## config.mk

```make
export PLATFORM = sky130hd
export DESIGN_NAME = spi_dac_rx_flat
export DESIGN_NICKNAME = d
export VERILOG_FILES = /design/src/rtl/spi_dac_pkg.sv /design/src/rtl/spi_dac_rx_if.sv /design/src/rtl/spi_dac_rx_sync_edge.sv /design/src/rtl/spi_dac_rx.sv /design/src/flat_wrapper.sv
export SDC_FILE = /design/constraint.sdc
export NUM_CORES = 1
export LEC_CHECK = 0
export BUFFER_PORTS_ARGS = -buffer_cell sky130_fd_sc_hd__buf_2
export CAP_MARGIN = 20
export CELL_PAD_IN_SITES_DETAIL_PLACEMENT = 1
export CELL_PAD_IN_SITES_GLOBAL_PLACEMENT = 1
export CORE_MARGIN = 2
export CORE_UTILIZATION = 44
export DETAILED_ROUTE_END_ITERATION = 10
export GPL_TIMING_DRIVEN = 0
export PLACE_DENSITY_LB_ADDON = 0.12
export REMOVE_ABC_BUFFERS = 1
export SYNTH_ARGS = -nofsm -noshare
export SYNTH_HDL_FRONTEND = slang
export SYNTH_HIERARCHICAL = 1
export SYNTH_SLANG_ARGS = --single-unit
export TNS_END_PERCENT = 50
```

## constraint.sdc

```tcl
create_clock -name sysclk -period 2.5 [get_ports sysclk]
set_input_delay 0.125 -clock sysclk [delete_from_list [all_inputs] [get_ports sysclk]]
set_output_delay 0.125 -clock sysclk [all_outputs]
set_load 0.02 [all_outputs]
```

## src/rtl/spi_dac_pkg.sv

```systemverilog
// Shared constants, frame field positions and types for the MCP4911-style SPI DAC receiver.
package spi_dac_pkg;

    localparam int FRAME_BITS = 16;
    localparam int DATA_W     = 10;
    localparam int CNT_W      = $clog2(FRAME_BITS + 1);

    // Frame layout, MSB first on the wire: {A/nB, BUF, nGA, nSHDN, D9..D0, x, x}
    localparam int AB_BIT    = 15;
    localparam int BUF_BIT   = 14;
    localparam int NGA_BIT   = 13;
    localparam int NSHDN_BIT = 12;
    localparam int DATA_MSB  = 11;
    localparam int DATA_LSB  = 2;

    localparam int PIN_SCK  = 0;
    localparam int PIN_CS   = 1;
    localparam int PIN_SDI  = 2;
    localparam int PIN_LD   = 3;
    localparam int NUM_PINS = 4;

    // Idle bus levels {ld, sdi, cs, sck}, loaded into the synchronisers on reset.
    localparam logic [NUM_PINS-1:0] PIN_IDLE = 4'b1010;

    typedef enum logic [1:0] {
        ST_IDLE,
        ST_SHIFT,
        ST_FULL
    } state_t;

    typedef struct packed {
        logic level;
        logic rise;
        logic fall;
    } pin_sync_t;

endpackage

```

## src/rtl/spi_dac_rx_if.sv

```systemverilog
// SPI pin bundle between the spi2dac master and the DAC receiver.
interface spi_dac_rx_if;
    logic spi_sck;
    logic spi_cs;
    logic spi_sdi;
    logic spi_ld;

    modport master (output spi_sck, output spi_cs, output spi_sdi, output spi_ld);
    modport slave  (input  spi_sck, input  spi_cs, input  spi_sdi, input  spi_ld);
endinterface

```

## src/rtl/spi_dac_rx_sync_edge.sv

```systemverilog
// Multi-stage synchroniser for one asynchronous pin with registered level and edge pulses.
module sync_edge
    import spi_dac_pkg::*;
#(
    parameter int unsigned STAGES      = 2,
    parameter logic        RESET_LEVEL = 1'b0
) (
    input  logic      sysclk,
    input  logic      reset,
    input  logic      din,
    output pin_sync_t q
);

    logic [STAGES-1:0] chain;

    // Level and pulses come from the same flop stage, so every pin sees identical delay.
    always_ff @(posedge sysclk) begin
        if (reset) begin
            chain   <= {STAGES{RESET_LEVEL}};
            q.level <= RESET_LEVEL;
            q.rise  <= 1'b0;
            q.fall  <= 1'b0;
        end else begin
            chain   <= {chain[STAGES-2:0], din};
            q.level <= chain[STAGES-1];
            q.rise  <= chain[STAGES-1] & ~q.level;
            q.fall  <= ~chain[STAGES-1] & q.level;
        end
    end

endmodule

```

## src/rtl/spi_dac_rx.sv

```systemverilog
// SPI slave model of a 10-bit MCP4911-style DAC: deserialises, validates and double-buffers frames.
module spi_dac_rx
    import spi_dac_pkg::*;
#(
    parameter int unsigned SYNC_STAGES = 2
) (
    input  logic              sysclk,
    input  logic              reset,
    spi_dac_rx_if.slave       spi,
    output logic [DATA_W-1:0] dac_out,
    output logic [DATA_W-1:0] rx_data,
    output logic [2:0]        rx_cfg,
    output logic              shdn,
    output logic              rx_valid,
    output logic              rx_error,
    output logic              busy
);

    logic [NUM_PINS-1:0] pins;
    pin_sync_t           syn [NUM_PINS];

    assign pins = {spi.spi_ld, spi.spi_sdi, spi.spi_cs, spi.spi_sck};

    for (genvar g = 0; g < NUM_PINS; g++) begin : g_sync
        sync_edge #(
            .STAGES      (SYNC_STAGES),
            .RESET_LEVEL (PIN_IDLE[g])
        ) u_sync (
            .sysclk (sysclk),
            .reset  (reset),
            .din    (pins[g]),
            .q      (syn[g])
        );
    end

    logic sck_rise, cs_rise, cs_fall, ld_fall, sdi;
    assign sck_rise = syn[PIN_SCK].rise;
    assign cs_rise  = syn[PIN_CS].rise;
    assign cs_fall  = syn[PIN_CS].fall;
    assign ld_fall  = syn[PIN_LD].fall;
    assign sdi      = syn[PIN_SDI].level;

    state_t                state;
    logic [FRAME_BITS-1:0] shift_reg, shift_n;
    logic [CNT_W-1:0]      bitcnt, cnt_n;
    logic                  overrun, ovr_n;
    logic                  frame_ok, commit;

    // A same-cycle SCK edge is folded in before the CS-rise decision looks at the frame.
    always_comb begin
        // NOTE: every always_comb output gets a default first so no path can infer a latch.
        shift_n = shift_reg;
        cnt_n   = bitcnt;
        ovr_n   = overrun;
        if (sck_rise) begin
            if (state == ST_SHIFT) begin
                shift_n = {shift_reg[FRAME_BITS-2:0], sdi};
                cnt_n   = bitcnt + 1'b1;
            end else if (state == ST_FULL) begin
                ovr_n = 1'b1;
            end
        end
        frame_ok = (cnt_n == CNT_W'(FRAME_BITS)) && !ovr_n && !shift_n[AB_BIT];
        commit   = (state != ST_IDLE) && cs_rise && frame_ok;
    end

    always_ff @(posedge sysclk) begin
        if (reset) begin
            state     <= ST_IDLE;
            busy      <= 1'b0;
            shift_reg <= '0;
            bitcnt    <= '0;
            overrun   <= 1'b0;
            rx_data   <= '0;
            rx_cfg    <= '0;
            rx_valid  <= 1'b0;
            rx_error  <= 1'b0;
            dac_out   <= '0;
            shdn      <= 1'b0;
        end else begin
            rx_valid <= 1'b0;
            rx_error <= 1'b0;
            case (state)
                ST_IDLE: begin
                    if (cs_fall) begin
                        state     <= ST_SHIFT;
                        busy      <= 1'b1;
                        shift_reg <= '0;
                        bitcnt    <= '0;
                        overrun   <= 1'b0;
                    end
                end
                default: begin
                    shift_reg <= shift_n;
                    bitcnt    <= cnt_n;
                    overrun   <= ovr_n;
                    if (cs_rise) begin
                        state <= ST_IDLE;
                        busy  <= 1'b0;
                        if (frame_ok) begin
                            rx_data  <= shift_n[DATA_MSB:DATA_LSB];
                            rx_cfg   <= shift_n[BUF_BIT:NSHDN_BIT];
                            rx_valid <= 1'b1;
                        end else begin
                            rx_error <= 1'b1;
                        end
                    end else if (cnt_n == CNT_W'(FRAME_BITS)) begin
                        state <= ST_FULL;
                    end
                end
            endcase
            // LD coinciding with a commit loads the frame being committed, not the stale input reg.
            if (ld_fall) begin
                dac_out <= commit ? shift_n[DATA_MSB:DATA_LSB] : rx_data;
                shdn    <= commit ? ~shift_n[NSHDN_BIT] : ~rx_cfg[0];
            end
        end
    end

endmodule
```

## src/flat_wrapper.sv

```systemverilog
// flat-port wrapper written by rule: the top's interface ports become plain ports
module spi_dac_rx_flat import spi_dac_pkg::*;
#(
    parameter int unsigned SYNC_STAGES = 2
)
  (sysclk, reset, dac_out, rx_data, rx_cfg, shdn, rx_valid, rx_error, busy, spi_spi_sck, spi_spi_cs, spi_spi_sdi, spi_spi_ld);
  spi_dac_rx_if spi_i ();
  input  logic sysclk;
  input  logic reset;
  output logic [DATA_W-1:0] dac_out;
  output logic [DATA_W-1:0] rx_data;
  output logic [2:0] rx_cfg;
  output logic shdn;
  output logic rx_valid;
  output logic rx_error;
  output logic busy;
  input wire logic [$bits(spi_i.spi_sck)-1:0] spi_spi_sck;
  input wire logic [$bits(spi_i.spi_cs)-1:0] spi_spi_cs;
  input wire logic [$bits(spi_i.spi_sdi)-1:0] spi_spi_sdi;
  input wire logic [$bits(spi_i.spi_ld)-1:0] spi_spi_ld;
  assign spi_i.spi_sck = spi_spi_sck;
  assign spi_i.spi_cs = spi_spi_cs;
  assign spi_i.spi_sdi = spi_spi_sdi;
  assign spi_i.spi_ld = spi_spi_ld;
  spi_dac_rx #(.SYNC_STAGES(SYNC_STAGES)) u_core (.sysclk(sysclk), .reset(reset), .spi(spi_i), .dac_out(dac_out), .rx_data(rx_data), .rx_cfg(rx_cfg), .shdn(shdn), .rx_valid(rx_valid), .rx_error(rx_error), .busy(busy));
endmodule
```

==> results.ini, run 1 <==
[status]
status = completed

[drt]
drc = 0
avgRoutedWirePerCell_um = 15.2
num_vias = 2070
vias_per_cell = 5.48
drtAntennaViolNets = 0
routed_wl_mm = 5.76
first_iter_violations = 107
drt-pass1-iter-count = 4

[setup_path]
path_class = reg -> reg
crit_buf_inv = 0
r2r_start = u_core/state[0]$_SDFFE_PP0P_
setup.worst_path.start_class = flop
crit_fanout = 24
critical_path_arrival_ns = 2.54
critPathMaxStageDelay_ns = 0.59
endpoint_kind = flop
cp_slowest_cell = o21ba_2
required_ns = 2.73
crit_chain = o21ai_1 -> or2_2 -> o21ba_2 -> a21oi_1 -> o31a_1
critPathLaunch = u_core/state[0]$_SDFFE_PP0P_
critPathTopFamily = compound AO/OA/AOI/OAI gates

[grt]
overflow = 0
grt_pass1_wl_mm = 9.88
grt_pass1_vias = 2025
grt_antenna_before_repair = 0
grt_max_degree = 46
gr-usage-all-layers = 0.201

[floorplan]
initial_core_util = 0.462
num_rows = 27
dieHeight_um = 80.5
die_w_um = 80.5
dieArea_um2 = 6480
io_pins = 33
core_um2 = 5570

[clock_network]
clock_path_buffers = 2
cts_htree_levels = 3
cts_resized = 0
root_buffer = clkbuf_8
cts_tree = built
cts_buffers = 9
clkTransAtPathRegs_ns = 0.07
clock_latency_ns = 0.35
clock-sinks = 67

[timing]
rsz0062_at_grt = false
fin_tns_setup_ns = 0
setup_violations = 0
fin_crit_ns = 2.31
skew_ns = 0.0144
slew_viol_final = 0
fin_crit_sh = 0.924
finalHoldViolations = 0
worst_pin_slew_ns = 0.791
slew_headroom = 0.471
fmax_mhz = 433

[final_layout]
diodes = 0
area_growth_pct = 18.9
final_cell_mix = dfxtp_1 (67), buf_2 (32), nand2_1 (30), o21ai_0 (22), a21oi_1 (20)
final_common_cell = dfxtp_1
final_util = 0.549
final_cells = 378
drive_above_1_share = 0.212
largest_reg_flops = 16
finalNetCount = 308

[placed_design]
dp_hpwl_mm = 3.63
portBuffers = 32
dp.cells = 357
place.gp.congestion = 0.739

[flow_run]
maxCapViolCount = 0

[power_and_ir_drop]
p_leak_nw = 1.27
ir_drop_mv = 0.483
powerDensity_nw_per_um2 = 710
total_power_w = 0.00217

[worst_hold_path]
hold_start = reset
hold_class = in -> reg

[logic_synthesis]
synth.avg_cell_area_um2 = 9.65
netlist_area_um2 = 2580
yosys_warnings = 6
netlist_instances = 267

[through the flow]
| stage | instance area [um^2] | worst slack (ns) | hold slack (ns) |
|---|---|---|---|
| after floorplan | 2490 | 0.238 | 0.194 |
| after global placement | 2750 | -0.542 | 0.303 |
| after detailed placement | 2770 | 0.0965 | 0.309 |
| after CTS | 3040 | 0.0662 | 0.354 |
| after global routing | 3060 | 0.0712 | 0.416 |
| final | 3060 | 0.191 | 0.358 |
[repair_timing]
action                                  4_1_cts  5_1_grt
setup buffers                                 0        1
endpoints found under the setup margin        0       10
hold endpoints to repair                      4        0
hold buffers                                  4        0
[metal layers]
layer	share of wire	GRT usage	wire [um]
met2	0.46	0.308	2680
met1	0.49	0.271	2830
met4	0.010	0.0661	60
met3	0.034	0.0573	195
met5	0	0	0
[layout make-up]
class / count / area (um^2)
clock buffer: 11 / 151
sequential: 67 / 1340
fill: 649 / 2510
clock inverter: 5 / 85.1
timing repair buffer: 38 / 235
tap: 72 / 90.1
inverter: 2 / 7.51
multi-input combinational: 183 / 1150
[where the power goes]
part	total (W)	internal (W)	leakage (nW)	switching (W)
logic	0.0000524	0.0000192	0.612	0.0000332
clock network	0.00104	0.000619	0.116	0.000420
registers	0.00108	0.00108	0.542	0.00000591
[final timing paths]
kind         depth (start not counted)                                      end  slack (ns)
min reg2reg                          1  u_core/g_sync[0].u_sync/q[1]$_SDFF_PP0_        0.40
max reg2reg                          5                 u_core/shdn$_SDFFE_PP0P_        0.19
min                                  2            u_core/bitcnt[0]$_SDFFE_PP0P_        0.36
max                                  5                 u_core/shdn$_SDFFE_PP0P_        0.19
Power figures use the tool's default switching activity.
==> inputs of run 2 (changes only) <==
CORE_MARGIN = not set   (was 2)
REMOVE_ABC_BUFFERS = not set   (was 1)
==> results.ini, run 2 (synthesized netlist as in run 1, its figures left out) <==
[worst_hold_path]
min_to = u_core/g_sync[2].u_sync/q[2]$_SDFF_PP0_
whs_path_depth = 2  ; unchanged
hold_class = in -> reg
hold_start = reset

[final_layout]
fill_cells = 656  ; +1.1%
final_cell_mix = dfxtp_1 (67), buf_2 (37), nand2_1 (30), o21ai_0 (22), a21oi_1 (20)
final_common_cell = dfxtp_1
area_growth_pct = 20.8
largest_reg_flops = 16  ; unchanged
final_cells = 391  ; +3.4%
drive_above_1_share = 0.223  ; +0.0102
finalNetCount = 321  ; +4.2%
fin_area_um2 = 3110  ; +1.6%
diodes = 0  ; unchanged

[drt]
drtAntennaViolNets = 0  ; unchanged
vias_per_cell = 5.53  ; +0.97%
avgRoutedWirePerCell_um = 16.5  ; +7.9%
drc = 0  ; unchanged
drt-pass1-iter-count = 4  ; unchanged
routed_wl_mm = 6.44  ; +12%
first_iter_violations = 111  ; +3.7%
num_vias = 2162  ; +4.4%

[setup_path]
critical_path_arrival_ns = 2.43  ; -0.11 ns
cp_slowest_cell = nor3_4
critPathLaunch = u_core/bitcnt[0]$_SDFFE_PP0P_
reg2reg_setup_slack_ns = 0.25  ; +0.06 ns
crit_fanout = 10  ; -58%
r2r-end = u_core/rx_cfg[1]$_SDFFE_PP0P_
path_class = reg -> reg
crit_chain = ha_1 -> nand4b_1 -> mux2i_1 -> or3_4 -> nor3_4 -> a311oi_1
critPathMaxStageDelay_ns = 0.52  ; -0.07 ns
r2r_cells = 6  ; +1
setup.worst_path.start_class = flop
required_ns = 2.69  ; -0.04 ns
r2r_start = u_core/bitcnt[0]$_SDFFE_PP0P_
endpoint_kind = flop

[logic_synthesis]
synth_nets = 274

[grt]
grt_max_degree = 19  ; -59%
grt_antenna_before_repair = 0  ; unchanged
grt_pass1_vias = 2129  ; +5.1%
grt_pass1_wl_mm = 10.5  ; +6.7%
overflow = 0  ; unchanged
gr-usage-all-layers = 0.227  ; +0.0265

[power_and_ir_drop]
p_seq_frac = 0.488  ; -0.010
p_leak_nw = 1.31  ; +3.3%
power_switching_share = 0.201  ; -0.00951
internal_power_w = 0.00177  ; +3.2%
pwr-share-comb = 0.027  ; +0.003
clkPwrFrac = 0.484  ; +0.006
powerDensity_nw_per_um2 = 712  ; +0.30%
power_switching_w = 0.000447  ; -2.7%
ir_drop_mv = 0.495  ; +2.5%

[clock_network]
cts_resized = 0  ; unchanged
clock-sinks = 67  ; unchanged
clock_latency_ns = 0.34  ; about the same
cts_hold_buf = 4  ; unchanged
cts_tree = built
root_buffer = clkbuf_8
post_cts_buffers = 0  ; unchanged
cts_htree_levels = 3  ; unchanged
clkTransAtPathRegs_ns = 0.07  ; about the same
cts_buffers = 9  ; unchanged
clock_path_buffers = 2  ; unchanged

[timing]
slew_viol_final = 0  ; unchanged
setup_violations = 0  ; unchanged
worst_pin_slew_ns = 0.814  ; +0.0234 ns
finalHoldViolations = 0  ; unchanged
fin_crit_sh = 0.898  ; -0.0252
slew_headroom = 0.455  ; -0.0157
fin_tns_setup_ns = 0  ; unchanged
fin_crit_ns = 2.25  ; -0.0631 ns
setup_ws_ns = 0.254  ; +0.0631 ns
rsz0062_at_grt = false
fmax_mhz = 445  ; +2.8%
skew_ns = 0.00542  ; -0.00895 ns
holdWs_ns = 0.138  ; -0.220 ns

[placed_design]
place.gp.congestion = 0.752  ; +1.7%
pre_cts_ws_ns = 0.312  ; +0.216 ns
portBuffers = 32  ; unchanged
dp.cells = 371  ; +3.9%
dpl_cell_area_um2 = 2830  ; +2.2%
dp_hpwl_mm = 4.26  ; +17%

[status]
status = completed

[floorplan]
core_um2 = 5570  ; unchanged
num_rows = 27  ; unchanged
die_w_um = 78.5  ; -2.5%
dieArea_um2 = 6170  ; -4.9%
dieHeight_um = 78.5  ; -2.5%
initial_core_util = 0.462  ; unchanged
io_pins = 33  ; unchanged

[flow_run]
maxCapViolCount = 0  ; unchanged

[run 2: cell types whose count changed in the layout (fill, tap and decap cells not counted), sizes merged]
cell	delta
buf	+6
clkinv	-2
clkbuf	+9
[run 2: per-stage QoR]
| stage | util | power, W |
|---|---|---|
| 6_report | 0.558 | 0.00222 |
| 5_1_grt | 0.558 | 0.00230 |
| 4_1_cts | 0.558 | 0.00225 |
| 3_5_place_dp | 0.507 | 0.00116 |
| 3_3_place_gp | 0.507 | 0.00116 |
| 2_1_floorplan | - | 0.00114 |
[run 2: power groups by stage]
stage | Clock [W] | Combinational, W | Sequential (W)
4_1_cts | 0.00110 | 0.0000609 | 0.00108
2_1_floorplan | 0 | 0.0000330 | 0.00111
6_report | 0.00107 | 0.0000602 | 0.00108
3_3_place_gp | 0 | 0.0000544 | 0.00111
3_5_place_dp | 0 | 0.0000556 | 0.00111
5_1_grt | 0.00115 | 0.0000658 | 0.00108
[run 2: cell type report]
cell class                      count  area [um^2]  share of cell area
Multi-Input combinational cell    183         1150               0.368
Inverter                            2         7.51             0.00241
Clock inverter                      3         67.6              0.0217
Timing Repair Buffer               36          200              0.0643
Sequential cell                    67         1340               0.431
Tap cell                           72         90.1              0.0289
Buffer                             15         81.3              0.0261
Clock buffer                       13          179              0.0575
[run 2: layer usage]
| metal | track usage | wire length [um] |
|---|---|---|
| met3 | 0.0558 | 232 |
| met5 | 0 | 0 |
| met1 | 0.291 | 3130 |
| met2 | 0.370 | 3010 |
| met4 | 0.0778 | 72 |
[run 2: worst max-delay path, delay by kind of cell (launching register included)]
family,cells,cell delay (ns)
AND/OR/NAND/NOR,3,1.06
adder cells (fa/ha/maj),1,0.23
AO/OA/AOI/OAI,1,0.18
multiplexers,1,0.19
flip-flops,1,0.41
[run 2: how the worst max path moves through the flow]
stage / endpoint / depth (start not counted)
global placement: u_core/rx_cfg[2]$_SDFFE_PP0P_ / 6
CTS: u_core/rx_cfg[1]$_SDFFE_PP0P_ / 6
detailed placement: u_core/rx_cfg[2]$_SDFFE_PP0P_ / 6
finish: u_core/rx_cfg[1]$_SDFFE_PP0P_ / 6
floorplan: u_core/rx_error$_SDFF_PP0_ / 7
global route: u_core/rx_cfg[1]$_SDFFE_PP0P_ / 6
